## src/rtl/clock_divider_prog.sv

```systemverilog
// Programmable integer clock-enable divider: ceil(act/2) high / floor(act/2) low,
// registered edge strobes, shadowed divisor applied only at period boundaries.
module clock_divider_prog #(
    parameter int CNT_W    = 16,
    parameter int DIV_INIT = 32
) (
    input  logic             clk,
    input  logic             rst,
    input  logic             en,
    input  logic [CNT_W-1:0] div_val,
    input  logic             div_load,
    output logic             divided,
    output logic             rise_stb,
    output logic             fall_stb,
    output logic             load_pend,
    output logic             div_err
);

    localparam logic [CNT_W-1:0] ONE    = CNT_W'(1);
    localparam logic [CNT_W-1:0] TWO    = CNT_W'(2);
    localparam logic [CNT_W-1:0] INIT_V = CNT_W'(DIV_INIT);

    logic [CNT_W-1:0] cnt;
    logic [CNT_W-1:0] act;
    logic [CNT_W-1:0] shd;
    logic [CNT_W-1:0] half;
    logic [CNT_W-1:0] cnt_inc;
    logic             at_end;

    // ceil(act/2) without a carry out of CNT_W bits
    assign half    = (act >> 1) + {{(CNT_W-1){1'b0}}, act[0]};
    assign cnt_inc = cnt + ONE;
    assign at_end  = (cnt == act - ONE);

    always_ff @(posedge clk) begin
        if (rst) begin
            cnt       <= '0;
            act       <= INIT_V;
            shd       <= INIT_V;
            divided   <= 1'b1;
            rise_stb  <= 1'b0;
            fall_stb  <= 1'b0;
            load_pend <= 1'b0;
            div_err   <= 1'b0;
        end else begin
            rise_stb <= 1'b0;
            fall_stb <= 1'b0;

            if (en) begin
                if (at_end) begin
                    cnt      <= '0;
                    divided  <= 1'b1;
                    rise_stb <= 1'b1;
                    if (load_pend) begin
                        act       <= shd;
                        load_pend <= 1'b0;
                    end
                end else begin
                    cnt <= cnt_inc;
                    if (cnt_inc == half) begin
                        divided  <= 1'b0;
                        fall_stb <= 1'b1;
                    end
                end
            end

            // A load in the boundary cycle stays pending for the next period
            if (div_load) begin
                load_pend <= 1'b1;
                if (div_val < TWO) begin
                    shd     <= TWO;
                    div_err <= 1'b1;
                end else begin
                    shd <= div_val;
                end
            end
        end
    end

endmodule

```

## config.mk

```make
export PLATFORM = sky130hd
export DESIGN_NAME = clock_divider_prog
export DESIGN_NICKNAME = d
export VERILOG_FILES = /design/src/rtl/clock_divider_prog.sv
export SDC_FILE = /design/constraint.sdc
export NUM_CORES = 1
export LEC_CHECK = 0
export BUFFER_PORTS_ARGS = -buffer_cell sky130_fd_sc_hd__clkbuf_2
export CORE_MARGIN = 10
export CORE_UTILIZATION = 55
export DETAILED_ROUTE_END_ITERATION = 6
export MAX_ROUTING_LAYER = met4
export PLACE_DENSITY = 0.78
export SETUP_SLACK_MARGIN = 0.5
export SKIP_LAST_GASP = 1
export SLEW_MARGIN = 20
export SYNTH_ARGS = -nofsm -noshare
export SYNTH_HDL_FRONTEND = slang
export SYNTH_SLANG_ARGS = --single-unit
```

## constraint.sdc

```tcl
create_clock -name clk -period 2.9 [get_ports clk]
set_input_delay 0.29 -clock clk [delete_from_list [all_inputs] [get_ports clk]]
set_output_delay 0.29 -clock clk [all_outputs]
set_load 0.03 [all_outputs]
```

# == Yosys cells after proc, flatten, opt, wreduce, memory -nomap -nowiden ==
# Cells that the tools add are included.
# classes
add_sub_neg,3
magnitude_cmp,1
eq_ne,2
n_mux,9
bitwise,1
reduce_logical,9
# ops
cell,count
16-bit == test,2
16-bit 2-to-1 mux,2
15-bit by 1-bit adder with 16-bit output,1
16-bit by 1-bit adder with 16-bit output (second input constant),1
16-bit by 2-bit less-than comparator with 1-bit output (second input constant),1
16-bit by 1-bit subtractor with 16-bit output (second input constant),1
1-bit 2-to-1 mux,7
2-bit AND reduction,3
2-bit nonzero test,3
3-bit AND reduction,1
3-bit OR reduction,1
2-bit OR reduction,1
1-bit inverter,1
# word_totals
register_bits,53
input_bits,20
output_inout_bits,5
word_cells,33

# == Logic depth before layout (Yosys ltp) ==
# logic_depth
depth_word,5
depth_mapped,11
mapped_depth_nobuf,10

# == Worst setup path after synthesis ==
# OpenSTA, ideal clock, no wires.
# synth_timing
path_kind,reg-to-reg
start,register act[2]
end,register act[10]
arrival_time_ns,2.834
required_time_ns,2.772
setup_slack_ns,-0.061
stages_incl_launch_ff,11
n_path_buf,2
period_less_slack_ns,2.961
path_cell_list,dfxtp_1 > buf_2 > or4_4 > a2111oi_1 > nor3_1 > or4b_4 > nor4_4 > nand4_4 > buf_6 > mux2i_1 > nor2_1
# synth_via
elab_chain_cells,3
# synth_lines
element,line_no,rtl
"start, declared",24,logic [CNT_W-1:0] act;
"start signal, assigned",38,act <= INIT_V;
"start signal, assigned",55,act <= shd;
16-bit by 1-bit subtractor with 16-bit output,33,assign at_end = (cnt == act - ONE);
16-bit == test,33,
3-bit AND reduction (no line),-,
# No other way between the ends.
# A chain may end at the register's enable or synchronous reset.

# == Worst setup path in the final report ==
# layout_timing
start,register act[8]
end,register act[12]
# The elaborated chain is that of the path after synthesis.

==> impl_metrics.csv <==
group,metric,value,unit
floorplanning,initial_core_util,56.4,%
floorplanning,io_pins,25,
timing,worstMarginPinSlew,0.558,ns
floorplanning,dieArea,9540,um^2
final_layout,stdcell_count,510,
synth,ys_seq_elements,53,
detailed_routing,drt_iter0_drc,189,
place,dp_cells,497,
clocking,cts_tree,"yes",
critical_path,reg2reg_depth,9,
critical_path,arrival,2.94,ns
job,cap_violations,0,
detailed_routing,vias,2971,
critical_path,ff2ff_setup_slack,0.16,ns
final_layout,seq_area,1070,um^2
critical_path,startpoint,"act[8]$_SDFFE_PP0P_",
detailed_routing,viasPerCell,5.83,
grt,grt_usage,18.1,%
synth,synth_ff_type,"dfxtp_1",
timing,finalSetupViolCount,0,
grt,grt_pass1_vias,2937,
critical_path,critPathCapture,"act[12]$_SDFFE_PP0P_",
synth,ys_warn_count,0,
synth,synth_nets,431,
synth,synth.cell_area,3320,um^2
detailed_routing,dr.pass1.iters,5,
final_layout,multi_input_area,2210,um^2
clocking,cts-buffers-inserted,5,
status,outcome,"finished clean",
detailed_routing,wire_per_inst,16.8,um
floorplanning,fp.dieH,97.7,um
place,place_congestion,0.895,
timing,fin_crit_sh,94.6,%
synth,synth_cell_type_count,49,
timing,period_needed,2.74,ns
timing,skew,0.0171,ns
grt,antenna_found_initial,0,
clocking,clk_pin_slew_worst_paths,0.11,ns
timing,hold_violations,0,
clocking,cts_root_buf,"clkbuf_8",
detailed_routing,wl_met3,421,um
worst_hold_path,hp-class,"in -> reg",
floorplanning,rows,28,
floorplanning,fp.dieW,97.7,um
final_layout,nets,458,
clocking,cts.path.max_buffers,2,
final_layout,diodes,0,
detailed_routing,top_layer,"met4",
critical_path,r2r-start,"act[8]$_SDFFE_PP0P_",
synth,synth_edf_count,0,
timing,final_max_slew_viol_count,0,
place,place_hpwl,6330,um
clocking,clk_latency,0.32,ns
critical_path,timing.rr.end,"act[12]$_SDFFE_PP0P_",
detailed_routing,ant_nets,0,
final_layout,drive_gt1_share,19.3,%
critical_path,path_class,"reg -> reg",
timing,clock.fmax,365,MHz
final_layout,area_growth,15.8,%
critical_path,critPathRequiredTime,3.09,ns
grt,grt_pass1_wl,14400,um
detailed_routing,met2RoutedLength,4120,um
clocking,htree_levels,2,
final_layout,fillers,497,
synth,syn_avg_cell_area,8.15,um^2
place,io_buffers,24,
critical_path,worst_setup_path_end_kind,"flop",
pwr,p_leak,1.58,nW
synth,synthCells,407,
critical_path,cp_max_fo,16,
detailed_routing,drc,0,
final_layout,finalCoreUtilization,65.2,%
pwr,power.density,341,nW/um^2
critical_path,startpoint_type,"flop",
timing,rsz0062_at_grt,"yes",
detailed_routing,met1_length,3860,um
detailed_routing,routed_wl,8580,um
synth,seq_area_frac_synth,32.0,%
timing,tns,0,ns
pwr,ir_worst_vdd,0.236,mV
timing,maxSlewHeadroom,62.8,%
clocking,clock-sinks,53,
floorplanning,core-area,5890,um^2
synth,synth-async-reset-ratio,0,%
grt,grt_max_degree,47,
grt,grt_overflow_total,0,
how the worst min path moves through the flow:
stage	start	end	cells past startpoint
2_1_floorplan	div_val[5]	shd[5]$_SDFFE_PP1P_	2
3_3_place_gp	shd[5]$_SDFFE_PP1P_	act[5]$_SDFFE_PP1P_	2
3_5_place_dp	shd[5]$_SDFFE_PP1P_	act[5]$_SDFFE_PP1P_	2
4_1_cts	div_val[5]	shd[5]$_SDFFE_PP1P_	3
5_1_grt	div_val[9]	shd[9]$_SDFFE_PP0P_	3
6_report	div_val[5]	shd[5]$_SDFFE_PP1P_	3
stage by stage:
stage,hold WS [ns],power (mW),setup slack (ns),cell area [um^2]
final,0.205,1.31,0.157,3840
after detailed placement,0.453,0.864,0.0568,3600
after CTS,0.202,1.32,0.208,3770
after global routing,0.226,1.35,0.0566,3840
after global placement,0.450,0.862,0.131,3600
after floorplan,0.418,0.829,0.189,3360
synthesized netlist by cell type (2+ instances only):
library cell / n / area, um^2
o21ai_0: 8 / 40.0
a31oi_1: 6 / 37.5
or2_2: 2 / 12.5
a211oi_1: 5 / 37.5
and2_1: 8 / 50.1
or4_4: 2 / 22.5
nor3b_1: 2 / 15.0
nor4_1: 7 / 43.8
nor4b_1: 2 / 17.5
nor2_1: 51 / 191
o211ai_1: 2 / 15.0
and3_1: 4 / 25.0
a21oi_1: 15 / 75.1
nor2b_1: 2 / 12.5
a21o_1: 3 / 22.5
clkbuf_1: 23 / 86.3
or3_1: 3 / 18.8
nand3b_1: 3 / 22.5
nand3_1: 27 / 135
ha_1: 4 / 50.1
nor3_1: 15 / 75.1
nand2b_1: 3 / 18.8
nand4_1: 5 / 31.3
inv_1: 8 / 30.0
xor2_1: 14 / 123
buf_1: 4 / 15.0
xnor2_1: 45 / 394
buf_2: 2 / 10.0
and4_1: 3 / 26.3
nand4b_1: 4 / 35.0
mux2i_1: 30 / 300
dfxtp_1: 53 / 1060
nand2_1: 26 / 97.6
per-layer routing:
metal / GRT usage (%) / vias to the layer above
met5: - / -
met4: 8.05 / 0
met3: 3.06 / 19
met2: 28.1 / 85
met1: 22.5 / 1404
li1: - / 1463
placed cells by master, fill, tap and decap left out, types with 6 or more instances in the layout:
| cell | netlist | final |
|---|---|---|
| buf_4 | 0 | 24 |
| a21oi_1 | 15 | 14 |
| inv_1 | 8 | 8 |
| xor2_1 | 14 | 13 |
| nand2_1 | 26 | 25 |
| nand3_1 | 27 | 26 |
| nor2_1 | 51 | 50 |
| a31oi_1 | 6 | 6 |
| nor3_1 | 15 | 15 |
| and2_1 | 8 | 8 |
| o21ai_0 | 8 | 6 |
| mux2i_1 | 30 | 30 |
| clkbuf_2 | 0 | 24 |
| dfxtp_1 | 53 | 50 |
| xnor2_1 | 45 | 45 |
power breakdown:
part	switching [mW]	leakage (nW)	internal (mW)
clock	0.279	0.0506	0.181
sequential	0.0139	0.433	0.743
combinational	0.0537	1.10	0.0375
state kept, by name (all words and copies together) (netlist names):
| signal | cells |
|---|---|
| act | 16 |
| cnt | 16 |
| div_err | 1 |
| load_pend | 1 |
| shd | 16 |
| fall_stb | 1 |
| rise_stb | 1 |
| divided | 1 |
kinds of logic after synthesis:
| group | Yosys count | synth area share (%) |
|---|---|---|
| buf+inv | 39 | 4.71 |
| compound gates | 47 | 8.94 |
| simple gates | 175 | 28.2 |
| flops | 53 | 32.0 |
| xor+xnor | 59 | 15.6 |
| fa+ha+maj | 4 | 1.51 |
| mux | 30 | 9.05 |
what timing repair did:
action	4_1_cts	5_1_grt
buffers inserted	1	4
hold buffers	0	0
endpoints found under the setup margin	36	36
gates resized for setup	16	11
pin swaps	6	4
final cells by class:
type                       count  area share (%)
timing repair buffer          50            8.63
tap                           75            2.44
sequential                    53            27.9
inverter                       9           0.880
clock inverter                 3           0.749
multi-input combinational    315            57.6
clock buffer                   5            1.79
critical path, cell delays in order, from the launching register on:
cell and delay (ns):
dfxtp_1 0.33, or4_4 0.58, nor4_4 0.31, xnor2_1 0.19, nand4_1 0.20, nor4_4 0.40
nand4_4 0.13, buf_12 0.19, mux2i_1 0.19, nor2_1 0.08
Note: power is estimated with default switching activity, not from simulation.
